<file path="src/rtl/pbit_pkg.sv">
// rtl/pbit_pkg.sv - shared types and LFSR tap constants for the p-bit node
package pbit_pkg;

    typedef enum logic [1:0] {
        ST_IDLE   = 2'd0,
        ST_ACCUM  = 2'd1,
        ST_SAMPLE = 2'd2
    } state_t;

    typedef enum logic [1:0] {
        MODE_STOCH  = 2'b00,
        MODE_CLAMP0 = 2'b01,
        MODE_CLAMP1 = 2'b10,
        MODE_DET    = 2'b11
    } mode_t;

    // Right-shifting Galois masks; 16 bits is x^16+x^14+x^13+x^11+1
    localparam logic [7:0]  LFSR_TAPS_8  = 8'hB8;
    localparam logic [15:0] LFSR_TAPS_16 = 16'hB400;
    localparam logic [31:0] LFSR_TAPS_32 = 32'h8020_0003;

    function automatic logic [63:0] lfsr_taps(input int width);
        case (width)
            8:       return {56'd0, LFSR_TAPS_8};
            32:      return {32'd0, LFSR_TAPS_32};
            default: return {48'd0, LFSR_TAPS_16};
        endcase
    endfunction

endpackage

</file>
<file path="src/rtl/pbit_lfsr.sv">
// rtl/pbit_lfsr.sv - Galois LFSR random source, one step per advance
module pbit_lfsr
    import pbit_pkg::*;
#(
    parameter int           L    = 16,
    parameter logic [L-1:0] SEED = L'(16'hACE1),
    parameter logic [L-1:0] TAPS = L'(LFSR_TAPS_16)
) (
    input  logic         clk,
    input  logic         rst_n,
    input  logic         advance,
    output logic [L-1:0] state
);

    always_ff @(posedge clk or negedge rst_n) begin
        if (!rst_n) begin
            state <= SEED;
        end else if (advance) begin
            state <= (state >> 1) ^ (state[0] ? TAPS : '0);
        end
    end

endmodule

</file>
<file path="src/rtl/pbit_node.sv">
// rtl/pbit_node.sv - probabilistic bit: serial local-field accumulate then sigmoid-like sample
module pbit_node
    import pbit_pkg::*;
#(
    parameter int           N_NEIGH = 4,
    parameter int           W_WIDTH = 16,
    parameter int           F       = 8,
    parameter int           L       = 16,
    parameter logic [L-1:0] SEED    = L'(16'hACE1),
    localparam int          ACC_W   = W_WIDTH + $clog2(N_NEIGH + 1)
) (
    input  logic                            clk,
    input  logic                            rst_n,
    input  logic                            en,
    input  logic                            start,
    input  logic [N_NEIGH-1:0]              neighbours,
    input  logic [N_NEIGH*W_WIDTH-1:0]      weights,
    input  logic signed [W_WIDTH-1:0]       bias,
    input  logic [2:0]                      temp_shift,
    input  logic [1:0]                      mode,
    output logic                            node,
    output logic signed [ACC_W-1:0]         field,
    output logic                            busy,
    output logic                            done
);

    localparam int IW = (N_NEIGH > 1) ? $clog2(N_NEIGH) : 1;
    localparam int PW = ACC_W + L + 2;
    localparam logic signed [PW-1:0] P_HALF = PW'(1) <<< (L - 1);
    localparam logic signed [PW-1:0] P_MAX  = PW'(1) <<< L;
    localparam logic [L:0]           P_FULL = {1'b1, {L{1'b0}}};
    localparam logic [L-1:0]         TAPS   = L'(lfsr_taps(L));

    state_t                       state;
    mode_t                        mode_q;
    logic [IW-1:0]                idx;
    logic [N_NEIGH-1:0]           neigh_q;
    logic [N_NEIGH*W_WIDTH-1:0]   weights_q;
    logic signed [ACC_W-1:0]      acc;
    logic [L-1:0]                 lfsr;

    logic signed [W_WIDTH-1:0]    w_sel;
    logic signed [ACC_W-1:0]      x;
    logic signed [PW-1:0]         p_wide;
    logic [L:0]                   p;
    logic                         sample_node;

    // Probability is centred at 2^(L-1) and scaled so that field 1.0 maps to 2^(L-2)
    always_comb begin
        w_sel       = weights_q[idx*W_WIDTH +: W_WIDTH];
        x           = acc >>> temp_shift;
        p_wide      = (PW'(x) <<< (L - 2 - F)) + P_HALF;
        p           = '0;
        sample_node = 1'b0;
        if (p_wide < 0) begin
            p = '0;
        end else if (p_wide > P_MAX) begin
            p = P_FULL;
        end else begin
            p = p_wide[L:0];
        end
        case (mode_q)
            MODE_STOCH:  sample_node = ({1'b0, lfsr} < p);
            MODE_CLAMP0: sample_node = 1'b0;
            MODE_CLAMP1: sample_node = 1'b1;
            MODE_DET:    sample_node = ~acc[ACC_W-1];
            default:     sample_node = 1'b0;
        endcase
    end

    always_ff @(posedge clk or negedge rst_n) begin
        if (!rst_n) begin
            state     <= ST_IDLE;
            mode_q    <= MODE_STOCH;
            idx       <= '0;
            neigh_q   <= '0;
            weights_q <= '0;
            acc       <= '0;
            node      <= 1'b0;
            field     <= '0;
            busy      <= 1'b0;
            done      <= 1'b0;
        end else begin
            done <= 1'b0;
            case (state)
                ST_IDLE: begin
                    if (start && en) begin
                        neigh_q   <= neighbours;
                        weights_q <= weights;
                        mode_q    <= mode_t'(mode);
                        acc       <= ACC_W'(bias);
                        idx       <= '0;
                        busy      <= 1'b1;
                        state     <= ST_ACCUM;
                    end
                end
                ST_ACCUM: begin
                    if (!en) begin
                        busy  <= 1'b0;
                        state <= ST_IDLE;
                    end else begin
                        if (neigh_q[idx]) begin
                            acc <= acc + ACC_W'(w_sel);
                        end
                        if (idx == IW'(N_NEIGH - 1)) begin
                            state <= ST_SAMPLE;
                        end else begin
                            idx <= idx + 1'b1;
                        end
                    end
                end
                ST_SAMPLE: begin
                    busy  <= 1'b0;
                    state <= ST_IDLE;
                    if (en) begin
                        node  <= sample_node;
                        field <= acc;
                        done  <= 1'b1;
                    end
                end
                default: begin
                    busy  <= 1'b0;
                    state <= ST_IDLE;
                end
            endcase
        end
    end

    pbit_lfsr #(
        .L    (L),
        .SEED (SEED),
        .TAPS (TAPS)
    ) u_lfsr (
        .clk     (clk),
        .rst_n   (rst_n),
        .advance ((state == ST_SAMPLE) && en),
        .state   (lfsr)
    );

endmodule

</file>
<file path="config.mk">
export PLATFORM = sky130hd
export DESIGN_NAME = pbit_node
export DESIGN_NICKNAME = d
export VERILOG_FILES = /design/src/rtl/pbit_pkg.sv /design/src/rtl/pbit_lfsr.sv /design/src/rtl/pbit_node.sv
export SDC_FILE = /design/constraint.sdc
export NUM_CORES = 1
export LEC_CHECK = 0
export ABC_AREA = 1
export BUFFER_PORTS_ARGS = -buffer_cell sky130_fd_sc_hd__buf_2
export CORE_MARGIN = 5
export CORE_UTILIZATION = 55
export DETAILED_ROUTE_END_ITERATION = 12
export GPL_TIMING_DRIVEN = 0
export HOLD_SLACK_MARGIN = 0.05
export PLACE_DENSITY = 0.81
export SETUP_SLACK_MARGIN = 0.05
export SYNTH_ARGS = -nofsm -noshare
export SYNTH_HDL_FRONTEND = slang
export SYNTH_SLANG_ARGS = --single-unit
</file>
<file path="constraint.sdc">
create_clock -name clk -period 4.5 [get_ports clk]
set_clock_uncertainty 0.2 [all_clocks]
set_input_delay 0.45 -clock clk [delete_from_list [all_inputs] [get_ports clk]]
set_output_delay 0.45 -clock clk [all_outputs]
set_load 0.02 [all_outputs]
</file>
Word-level counts from Yosys, hierarchy flattened
Cells that the tools add are included.

storage, ports and cells
  register bits after elaboration = 131
  latch bits = 0
  bits in writable memories = 0
  ROM bits = 0
  bits of input ports = 93
  output and inout bits = 22
  memories kept = 0

cells by class
  add/sub/neg operators = 3
  multipliers = 0
  divide/modulo/power cells = 0
  $lt $le $gt $ge = 4
  equality and inequality tests = 12
  shift operators = 2
  muxes and demuxes = 23
  bitwise operators = 2
  reductions and logical operators = 11

operators by type and width
  operator                                                     count
  variable part select 64 x 7 -> 16 bit                        1
  two-way mux 19 bit                                           3
  case mux 19 bit (2 select lines)                             1
  two-way mux 17 bit                                           2
  adder 25 x 17 -> 26 bit, second input constant               1
  > comparator 26 x 18 -> 1 bit, second input constant         1
  less-than comparator 26 x 1 -> 1 bit, second input constant  1
  adder 19 x 16 -> 19 bit                                      1
  >>> shifter 19 x 3 -> 19 bit                                 1
  less-than comparator 16 x 17 -> 1 bit                        1
  two-way mux 16 bit                                           1
  XOR 15 x 16 -> 16 bit                                        1
  two-way mux 2 bit                                            6
  != test 2 bit, second input constant                         5
  equality test 2 bit, second input constant                   4
  case mux 2 bit (2 select lines)                              2
  AND reduction 2 bit                                          4
  AND reduction 4 bit                                          2
  two-way mux 1 bit                                            5
  equality test 2 x 1 -> 1 bit, second input constant          2
  logical NOT 2 bit                                            2
  case mux 1 bit (4 select lines)                              1
  less-than comparator 2 x 3 -> 1 bit, second input constant   1
  != test 3 bit, second input constant                         1
  6 further kinds                                              7

Longest topological paths before layout
Gate-level depths: netlist of run 1.

  word-level depth = 7
  depth in mapped cells = 27
  mapped depth without buffers = 27

Modules after synthesis
From an unflattened synthesis of run 1, not the netlist that was laid out.

unflattened totals
  cell total of the unflattened synthesis = 1064
  area, all modules = 7746.2 µm²

modules (own cells, without submodules)
  module     times used  cells an instance  area each (µm²)  sequential area each (µm²)
  pbit_node  1           990                7074.3           2877.8
  pbit_lfsr  1           74                 671.9            410.4

Worst setup path after synthesis of run 1
OpenSTA, ideal clock, no wires.

  kind = input port to flip-flop
  from = input port temp_shift[1]
  to = register node
  arrival time = 3.097 ns
  setup slack = 1.086 ns
  stages on the path = 27
  buffers on the path = 2
  cell sequence = buf_6 > inv_2 > buf_6 > nand3_2 > nand3_1 > nand2_2 > ha_1 > inv_1 > nor2_1 > nand3_1 > nor2_1 > nand2_1 > nand2_1 > nand3_1 > nor2_4 > inv_1 > or2_2 > ha_1 > nand2_1 > o21ai_0 > nand4_1 > nand2_1 > inv_1 > nand2_1 > nand2_1 > nand2_1 > nand2_1

between the ends
  cells in the longest elaborated chain, start to end = 7

ends and longest elaborated chain
  item                                       RTL line          source
  from (decl)                                pbit_node.sv:19   input logic [2:0] temp_shift,
  >>> shifter 19 x 3 -> 19 bit (*)           pbit_node.sv:51   x = acc >>> temp_shift;
  adder 25 x 17 -> 26 bit (*)                pbit_node.sv:52   p_wide = (PW'(x) <<< (L - 2 - F)) + P_HALF;
  > comparator 26 x 18 -> 1 bit              pbit_node.sv:57   end else if (p_wide > P_MAX) begin
  two-way mux 17 bit                         pbit_node.sv:57
  two-way mux 17 bit (*)                     pbit_node.sv:55   if (p_wide < 0) begin
  less-than comparator 16 x 17 -> 1 bit (*)  pbit_node.sv:63   MODE_STOCH: sample_node = ({1'b0, lfsr} < p);
  case mux 1 bit (4 select lines) (*)        pbit_node.sv:62   case (mode_q)
  to (signal assigned)                       pbit_node.sv:116  node <= sample_node;
  to (decl)                                  pbit_node.sv:21   output logic node,

Every way passes the cells marked *; elsewhere a longest branch is shown, timed or not.
A chain may end at the register's enable or synchronous reset.

Final worst setup path of run 1
  from = register idx[0]
  to = register acc[10]

between the ends
  cells in the longest elaborated chain, start to end = 5

ends and longest elaborated chain
  item                                   RTL line          source
  from (decl)                            pbit_node.sv:36   logic [IW-1:0] idx;
  from (signal assigned)                 pbit_node.sv:108  idx <= idx + 1'b1;
  variable part select 64 x 7 -> 16 bit  pbit_node.sv:50   w_sel = weights_q[idx*W_WIDTH +: W_WIDTH];
  adder 19 x 16 -> 19 bit                pbit_node.sv:103  acc <= acc + ACC_W'(w_sel);
  two-way mux 19 bit                     pbit_node.sv:102  if (neigh_q[idx]) begin
  two-way mux 19 bit                     pbit_node.sv:98   if (!en) begin
  case mux 19 bit (2 select lines)       pbit_node.sv:85   case (state)
  to (signal assigned)                   pbit_node.sv:91   acc <= ACC_W'(bias);
  to (signal assigned)                   pbit_node.sv:103
  to (decl)                              pbit_node.sv:39   logic signed [ACC_W-1:0] acc;

Several ways; a longest one is shown, not always the timed one. The select of a mux whose other input is x is not followed.

==> qor.csv, run 1 <==
metric,value,unit
status,"finished, final reports clean",
vias per cell,5.47,
Int Pwr,3.80,mW
leakage power,5.06,nW
HPWL Detailed,15500,um
max incr delay on CP,430,ps
Setup Buffers After CTS,0,
synthesized cell area,7670,um^2
CP startpoint kind,flip-flop,
R2R Path Start,idx[0]$_DFFE_PN0P_,
Async SR Flop Fraction,1.00,
Worst Setup End Kind,flip-flop,
TritonCTS clock tree,yes,
total track usage,0.285,
clk sinks,131,
"Max FO, Critical Path",10,
first-pass GRT wire length,37600,um
slowest CP cell,clkbuf_1,
Slew Limit Fails,0,
"Clk pin slew, worst setup/hold paths",60,ps
DRC Markers,0,
Crit path arrival time,4190,ps
HP Class,in2reg,
Core ar.,13800,um^2
vias in the first global route,8068,
routed len/inst,15.7,um
TritonCTS Buffers,17,
Clk network pwr share,0.248,
hold wc startpoint,weights[2],
Mean Syn Cell Area,7.29,um^2
Post-Layout Cell Count,1436,
# fillers,1085,
antenna-violating nets left,0,
ys flop type,dfrtp_1,
fin nets,1365,
row cnt,43,
GPL Wtd Cong,0.926,
Crit path required time,4570,ps
ratio of cells with drive above 1 in the final layout,0.160,
critical path class,reg2reg,
H-tree Lvls,4,
Clock Latency Late Sink,430,ps
total power,6.62,mW
die area,16400,um^2
IO Port Bufs,112,
CTS max path bufs,2,
initial antenna violation count,2,
peak supply drop,0.000336,V
largest net degree at the start of global routing,88,
post-layout minimum cycle time,4110,ps
r2r setup slk,390,ps
max cap viols,0,
multi-input logic area,3930,um^2
post-route cell area,9770,um^2
Worst path most repeated cell,nand2_1,
switching power,2.81,mW
post-synthesis sequential area ratio,0.429,
"EDFF count, synth",0,
DRT Pass-1 Iters,5,
RSZ-0062 raised after global routing,false,
critical-path cell list,clkbuf_1 -> clkinv_1 -> clkbuf_1 -> nor2_1 -> o22ai_1 -> ha_1 -> inv_1 -> fa_1 -> o21ai_0 -> nand3_1 -> nand2_1 -> nand3_1 -> nand2_1 -> nand3_1 -> nand2_1 -> xnor2_1 -> nand2_1 -> o211ai_1 -> o21ai_0,
iteration-0 DRC count of the detailed router,449,
syn nets,1175,
routed via count,7862,
Worst slew margin,0.426,
Gate power share,0.470,
register area,3290,um^2
Flop pwr share,0.282,
Initial Util,0.557,
Sum Neg Setup Slack,0,ps
Final Setup Violations,0,
Least-Margin Pin Slew,858,ps
Synth Register Bits,131,
switching share of power,0.425,
power per cell area,677,nW/um^2
I/O Pins,115,
Cells after Synth,1052,
post-placement cell area,8490,um^2
Hold Fails Final Rpt,0,
pre-CTS setup slack,501,ps
Fmax achieved,0.243,GHz
placed cells,1345,
final setup margin,388,ps
die height,128,um
GR Overflow Total,0,
Die Width,128,um
fin util,0.709,
final hold slack,36.0,ps
Area Overhead vs Synth,27.3,%
Crit. Startpoint,idx[0]$_DFFE_PN0P_,
Post-Route WL,22600,um
root buf cell,clkbuf_16,
synth warn,0,
Tcrit/Tclk final,0.914,
distinct cell type count after synthesis,39,
worst paths after layout:
| kind | depth (start not counted) | endpoint |
|---|---|---|
| setup / recovery | 19 | acc[10]$_DFFE_PN0P_ |
| min in group asynchronous | 2 | weights_q[18]$_DFFE_PN0P_ |
| max in group asynchronous | 3 | u_lfsr.state[0]$_DFFE_PN1P_ |
| setup reg to reg | 19 | acc[10]$_DFFE_PN0P_ |
| hold reg to reg | 2 | u_lfsr.state[5]$_DFFE_PN1P_ |
| hold / removal | 3 | weights_q[2]$_DFFE_PN0P_ |
critical path, delay by kind of cell (launching register included):
kind / cells / cell delay, ps
flip-flops: 1 / 380
AO/OA/AOI/OAI: 4 / 810
buffers and inverters: 4 / 960
AND/OR/NAND/NOR: 8 / 790
adder cells (fa/ha/maj): 2 / 680
XOR/XNOR: 1 / 150
cells by family (layout without fill, tap and decap cells):
family / Yosys count / after routing / synth area share
AO/OA/AOI/OAI: 162 / 162 / 0.117
XOR/XNOR: 18 / 18 / 0.0206
adder cells (fa/ha/maj): 30 / 30 / 0.0499
buffers and inverters: 110 / 313 / 0.0594
flip-flops: 131 / 131 / 0.429
other: 0 / 1 / 0
AND/OR/NAND/NOR: 601 / 601 / 0.325
timing repair:
action	in CTS	in global routing
gates resized for setup	0	0
endpoints found under the setup margin	0	0
endpoints found under the hold margin	101	0
hold buffers	58	0
cells in the mapped netlist, types with 12 or more instances:
cell type / number / area [um^2]
o22ai_1: 22 / 138
nand2_1: 438 / 1640
a21oi_1: 26 / 130
o21ai_0: 88 / 440
nand3_1: 59 / 295
nand3_2: 12 / 120
inv_1: 56 / 210
ha_1: 29 / 363
dfrtp_1: 123 / 3080
nor2_1: 63 / 236
clkbuf_1: 38 / 143
power by group through the flow:
stage / Combinational, mW / Clock, mW / Sequential, mW
detailed placement: 2.99 / 0 / 1.86
global placement: 2.92 / 0 / 1.86
floorplan: 2.20 / 0 / 1.86
global route: 3.53 / 1.68 / 1.90
CTS: 3.08 / 1.63 / 1.85
finish: 3.11 / 1.64 / 1.87
cell type report:
cell class	count	area share
plain buffers	47	0.0224
diodes	1	0.000256
clock buffers	21	0.0482
flip-flops and latches	131	0.337
multi-input cells	811	0.402
repair buffers	171	0.120
well taps	180	0.0231
inverters	63	0.0242
clock inverters	11	0.0228
layer usage:
metal  global-route usage  part of all wire  wire length (um)  up-vias
met3               0.0508             0.056              1260       73
met5                    0           0.00053                12        -
met1                0.328              0.39              8870     3691
met4                0.135             0.039               891        2
met2                0.511              0.51             11500      300
li1                     -                 -                 -     3796
placed cells by master, fill, tap and decap left out, types with 4 or more instances in the layout:
cell type and count:
a21oi_1 26, a22oi_1 4, a31oi_1 4, buf_2 115, buf_6 6, bufinv_16 6
clkbuf_1 39, clkbuf_16 17, dfrtp_1 123, dfstp_2 8, dlygate4sd3_1 58, ha_1 29
inv_1 56, inv_2 6, nand2_1 438, nand2_2 11, nand3_1 59, nand3_2 12
nor2_1 63, o211ai_1 8, o21ai_0 88, o21ai_1 4, o22ai_1 22, or2_2 4
xnor2_1 7, xor2_1 11
registers in the layout (all words and copies together) (netlist names):
| name | flops |
|---|---|
| weights_q | 64 |
| acc | 19 |
| field | 19 |
| u_lfsr.state | 16 |
| neigh_q | 4 |
| idx | 2 |
| mode_q | 2 |
| state | 2 |
| busy | 1 |
| done | 1 |
| node | 1 |
Note: power is estimated with default switching activity, not from simulation.
==> run 2, diff against run 1 <==
--- a/config.mk
+++ b/config.mk
@@ -5,7 +5,6 @@
 export SDC_FILE = /design/constraint.sdc
 export NUM_CORES = 1
 export LEC_CHECK = 0
-export ABC_AREA = 1
 export BUFFER_PORTS_ARGS = -buffer_cell sky130_fd_sc_hd__buf_2
 export CORE_MARGIN = 5
 export CORE_UTILIZATION = 55
@@ -17,3 +16,4 @@
 export SYNTH_ARGS = -nofsm -noshare
 export SYNTH_HDL_FRONTEND = slang
 export SYNTH_SLANG_ARGS = --single-unit
+export TNS_END_PERCENT = 30
==> run 2 against run 1 <==
Effect of this change: global-route usage shrank 2.9 points; core utilization shrank 0.83 points; sequential share of layout area up 0.64 points; critical path type is now in2reg; largest power group unchanged.
==> qor.csv, run 2 <==
metric,value,unit
"commonest non-fill, non-tap cell in the layout",nand2_1,
"Max FO, Critical Path",8,
power per cell area,591,nW/um^2
synth warn,0,
Core ar.,13700,um^2
Synth Area in Compound Gates,0.125,
DRT Pass-1 Iters,8,
Tcrit/Tclk final,0.991,
Mean Syn Cell Area,10.1,um^2
GRT busiest layer,met2,
critical-path cell list,buf_12 -> buf_8 -> buf_8 -> buf_8 -> o21ai_4 -> nand2b_4 -> a21boi_2 -> mux2_4 -> ha_4 -> nor3b_2 -> a32o_2 -> nor2b_4 -> o21ai_1 -> a2111o_1 -> nor4b_4 -> buf_4 -> o211ai_1 -> ha_1 -> nand3_2 -> nor3_2 -> nor3_2 -> o21ai_1 -> a41oi_2 -> a221o_1,
"Clk pin slew, worst setup/hold paths",60,ps
Least-Margin Pin Slew,779,ps
status,"finished, final reports clean",
n_diodes,0,
Synth Area in Adders,0.0502,
Area Overhead vs Synth,26.0,%
routed via count,6718,
peak supply drop,0.000413,V
DRC Markers,0,
Die Width,128,um
GR Util met3,0.0596,
reg-to-reg critical path endpoint,node$_DFFE_PN0P_,
synthesized cell area,7630,um^2
H-tree Lvls,4,
GPL Wtd Cong,0.953,
leakage power,4.43,nW
Crit. Startpoint,temp_shift[1],
R2R Path Start,acc[17]$_DFFE_PN0P_,
GRT met2 Usage,0.438,
CP startpoint kind,input port,
number of cells on the critical path,24,
mux contribution to synthesized area,0.195,
total power,5.68,mW
Sum Neg Setup Slack,0,ps
vias per cell,5.96,
clk sinks,131,
Final Setup Violations,0,
Initial Util,0.556,
worst setup path end,node$_DFFE_PN0P_,
GR Util met1,0.320,
Biggest register,weights_q,
Post-Route WL,21200,um
total track usage,0.256,
Top Registers,"weights_q (64), acc (19), field (19)",
Synth Register Bits,131,
"EDFF count, synth",0,
fin nets,1057,
die area,16300,um^2
Crit path required time,4600,ps
"CP delay by family, top",compound AO/OA/AOI/OAI gates,
TritonCTS Buffers,17,
Worst slew margin,0.480,
r2r setup slk,60,ps
TritonCTS clock tree,yes,
Cells after Synth,756,
max reg flops,64,
I/O Pins,115,
max incr delay on CP,470,ps
synth top area cells,"dfrtp_1 40%, mux2_2 11%, nand2_1 7.6%, mux4_2 5.6%, ha_1 4.8%",
post-synth top area cell,dfrtp_1,
fin util,0.701,
largest family of logic cells by synthesized area,multiplexers,
RSZ-0062 raised after global routing,true,
critical path class,in2reg,
multi-input logic area,4200,um^2
Hold Fails Final Rpt,0,
register area,3300,um^2
GR Overflow Total,0,
# fillers,1007,
iteration-0 DRC count of the detailed router,510,
Crit path arrival time,4560,ps
largest net degree at the start of global routing,90,
Buffers & Inverters on Critical Path,5,
post-synthesis sequential area ratio,0.431,
antenna-violating nets left,0,
first-pass GRT wire length,33000,um
Clock Latency Late Sink,420,ps
most frequent cells in the layout,"153 x nand2_1, 115 x buf_2, 115 x dfrtp_1, 74 x mux2_2, 41 x o21ai_0",
die height,128,um
IO Port Bufs,112,
Async SR Flop Fraction,1.00,
Slew Limit Fails,0,
distinct cell type count after synthesis,67,
row cnt,43,
max cap viols,0,
vias in the first global route,6537,
Yosys top cell area share,0.403,
post-layout minimum cycle time,4460,ps
simple logic cell fraction of the synthesized area,0.146,
Worst Setup End Kind,flip-flop,
Synth Area in XOR/XNOR,0.0184,
Worst path most repeated cell,buf_8,
R2R cell count,19,
routed len/inst,18.8,um
root buf cell,clkbuf_16,
final hold slack,58.6,ps
most common cell in the netlist,nand2_1,
syn nets,879,
HP Class,in2reg,
slowest CP cell,a2111o_1,
ratio of cells with drive above 1 in the final layout,0.348,
initial antenna violation count,2,
CTS max path bufs,2,
HPWL Detailed,14500,um
commonest cells in the netlist,"154 x nand2_1, 123 x dfrtp_1, 75 x mux2_2",
Fmax achieved,0.224,GHz
ys flop type,dfrtp_1,
==> run 2: worst min path at each step <==
stage / cells after the start / to / start / slack, ps
2_1_floorplan: 0 / acc[0]$_DFFE_PN0P_ / rst_n / -50
3_3_place_gp: 2 / u_lfsr.state[5]$_DFFE_PN1P_ / u_lfsr.state[5]$_DFFE_PN1P_ / 250
3_5_place_dp: 1 / field[6]$_DFFE_PN0P_ / rst_n / 190
4_1_cts: 2 / weights_q[54]$_DFFE_PN0P_ / weights[54] / 50
5_1_grt: 2 / weights_q[26]$_DFFE_PN0P_ / weights[26] / 50
6_report: 2 / weights_q[54]$_DFFE_PN0P_ / weights[54] / 60
==> run 2: what timing repair did <==
item / in CTS / in global routing
hold buffers: 12 / 1
buffers inserted: 1 / 32
hold endpoints to repair: 45 / 1
setup endpoints to repair: 5 / 4
resized for setup: 8 / 42
pin swaps: 1 / 12
==> run 2: per-stage QoR <==
stage | area [um^2] | cells | setup WS, ps
final | 9610 | 1127 | 39.8
after CTS | 9260 | 1094 | -84.9
after floorplan | 7690 | 756 | 31.1
after global routing | 9610 | 1127 | -130
after detailed placement | 8510 | 1049 | -616
after global placement | 8470 | 1048 | -550
==> run 2: final cells by class <==
class	instances	area share
plain buffers	42	0.0242
clock buffers	20	0.0475
clock inverters	12	0.0155
inverters	19	0.00781
multi-input cells	564	0.437
flip-flops and latches	131	0.343
well taps	180	0.0234
repair buffers	159	0.101
==> run 2: power by group <==
group | total, mW | internal, mW | switching, mW
logic | 2.56 | 1.19 | 1.37
registers | 1.70 | 1.45 | 0.245
clock network | 1.42 | 0.857 | 0.560
total | 5.68 | 3.50 | 2.18
==> run 2: routing by layer <==
layer  part of all wire  routed length (um)  vias up
li1                   -                   -     3071
met1               0.40                8460     3287
met2               0.50               10700      304
met3              0.070                1480       52
met4              0.026                 550        4
met5            0.00066                  14        -
==> run 2: logic make-up after synthesis <==
kind of cell	count (synthesis)
mux	115
flops	131
simple gates	252
compound gates	151
xor+xnor	16
buf+inv	61
fa+ha+maj	30
==> run 3, diff against run 2 <==
--- a/config.mk
+++ b/config.mk
@@ -6,13 +6,13 @@
 export NUM_CORES = 1
 export LEC_CHECK = 0
 export BUFFER_PORTS_ARGS = -buffer_cell sky130_fd_sc_hd__buf_2
+export CAP_MARGIN = 10
 export CORE_MARGIN = 5
 export CORE_UTILIZATION = 55
 export DETAILED_ROUTE_END_ITERATION = 12
 export GPL_TIMING_DRIVEN = 0
 export HOLD_SLACK_MARGIN = 0.05
 export PLACE_DENSITY = 0.81
-export SETUP_SLACK_MARGIN = 0.05
 export SYNTH_ARGS = -nofsm -noshare
 export SYNTH_HDL_FRONTEND = slang
 export SYNTH_SLANG_ARGS = --single-unit
==> run 3 against run 2 <==
Effect of this change: final area grew 2.2%; sequential cell count unchanged; register-to-register slack gained 30 ps; core utilization grew 1.6 points; first-iteration DRC count rose by 14%; maximum frequency grew 1.2%; via count grew 0.65%; non-clock buffer count increased by 18; hold slack worse by 8.8 ps; sequential share of layout area decreased by 0.74 points; critical endpoint unchanged; highest routed layer unchanged.
==> qor.csv, run 3 (same netlist as run 2, synthesis figures left out) <==
metric,value,unit
max cap viols,0,
Tcrit/Tclk final,0.980,
"Clk pin slew, worst setup/hold paths",70,ps
TritonCTS clock tree,yes,
post-route cell area,9830,um^2
post-layout minimum cycle time,4410,ps
n_diodes,0,
largest net degree at the start of global routing,81,
RSZ-0062 raised after global routing,true,
TritonCTS Buffers,17,
status,"finished, final reports clean",
Crit. Startpoint,acc[17]$_DFFE_PN0P_,
R2R Path Start,acc[17]$_DFFE_PN0P_,
Worst Setup End Kind,flip-flop,
peak supply drop,0.000404,V
number of cells on the critical path,17,
clk sinks,131,
"CP delay by family, top",compound AO/OA/AOI/OAI gates,
vias per cell,5.91,
antenna-violating nets left,0,
Clock Latency Late Sink,440,ps
Area Overhead vs Synth,28.8,%
initial antenna violation count,2,
hold wc startpoint,weights[17],
DRC Markers,0,
GPL Wtd Cong,0.970,
Fmax achieved,0.227,GHz
root buf cell,clkbuf_16,
final setup margin,91.0,ps
die area,16300,um^2
Buffers & Inverters on Critical Path,2,
fin nets,1075,
Slew Limit Fails,0,
leakage power,4.51,nW
Final Setup Violations,0,
vias in the first global route,6820,
H-tree Lvls,4,
total track usage,0.274,
total power,5.68,mW
I/O Pins,115,
CP startpoint kind,flip-flop,
slowest CP cell,mux4_2,
routed via count,6762,
die height,128,um
Crit path required time,4620,ps
critical path class,reg2reg,
Worst path most repeated cell,nor3_2,
CTS max path bufs,2,
IO Port Bufs,112,
Top Registers,"weights_q (64), acc (19), field (19)",
DRT Pass-1 Iters,6,
Die Width,128,um
Post-Route WL,22200,um
Crit path arrival time,4530,ps
most frequent cells in the layout,"150 x nand2_1, 115 x buf_2, 115 x dfrtp_1, 74 x mux2_2, 42 x o21ai_0",
first-pass GRT wire length,34700,um
pre-CTS setup slack,-571,ps
row cnt,43,
ratio of cells with drive above 1 in the final layout,0.349,
critical-path cell list,buf_6 -> mux4_2 -> mux2_4 -> ha_4 -> buf_4 -> xnor2_2 -> a2bb2oi_1 -> a2111o_1 -> nor4b_4 -> o211ai_1 -> ha_1 -> nand3_2 -> nor3_2 -> nor3_2 -> o21ai_1 -> a41oi_2 -> a221o_1,
R2R cell count,17,
max incr delay on CP,550,ps
post-placement cell area,8490,um^2
"Max FO, Critical Path",10,
GR Overflow Total,0,
HP Class,in2reg,
max reg flops,64,
WHS Path Cells,2,
Biggest register,weights_q,
Hold Fails Final Rpt,0,
Initial Util,0.556,
Core ar.,13700,um^2
Worst slew margin,0.420,
iteration-0 DRC count of the detailed router,581,
HPWL Detailed,14600,um
routed len/inst,19.4,um
Least-Margin Pin Slew,870,ps
"commonest non-fill, non-tap cell in the layout",nand2_1,
power per cell area,578,nW/um^2
## run 3: routing by layer
layer,track usage,part of all wire,vias up
li1,-,-,3104
met1,0.321,0.39,3290
met2,0.474,0.51,292
met3,0.0729,0.066,72
met4,0.116,0.036,4
met5,0,0.00072,-
## run 3: path summary, 6_finish.rpt
kind / end / slack (ps)
min: weights_q[17]$_DFFE_PN0P_ / 50
max: node$_DFFE_PN0P_ / 90
max in group asynchronous: acc[10]$_DFFE_PN0P_ / 3000
max reg2reg: node$_DFFE_PN0P_ / 90
min reg2reg: u_lfsr.state[3]$_DFFE_PN0P_ / 260
min in group asynchronous: field[6]$_DFFE_PN0P_ / 340
## run 3: timing repair
item,4_1_cts,5_1_grt
endpoints found under the setup margin,7,4
pin swaps,0,10
gates resized for setup,5,62
hold buffers,30,2
cloned,0,0
buffers inserted,0,32
hold endpoints to repair,72,2
## run 3: area by class of cell
cell class                 instances  area [um^2]
timing repair buffer             177         1160
inverter                          19         75.1
clock buffer                      18          429
multi-input combinational        564         4260
buffer                            42          233
clock inverter                    14          143
tap                              180          225
sequential                       131         3300
fill                             949         3890
## run 3: through the flow
stage               hold slack, ps  utilization  setup TNS, ps  instances
finish                        49.8        0.716              0       1145
detailed placement             228        0.619          -1320       1049
global route                  50.7        0.716           -114       1145
floorplan                    -45.6            -              0        756
global placement               249        0.617          -1110       1048
CTS                           50.1        0.683           -169       1111
## run 3: report_power, final
part           switching, mW  leakage, nW  internal (mW)  total (mW)
Combinational           1.37         2.66           1.23        2.60
Sequential             0.260         1.58           1.45        1.71
Clock                  0.593        0.276          0.776        1.37
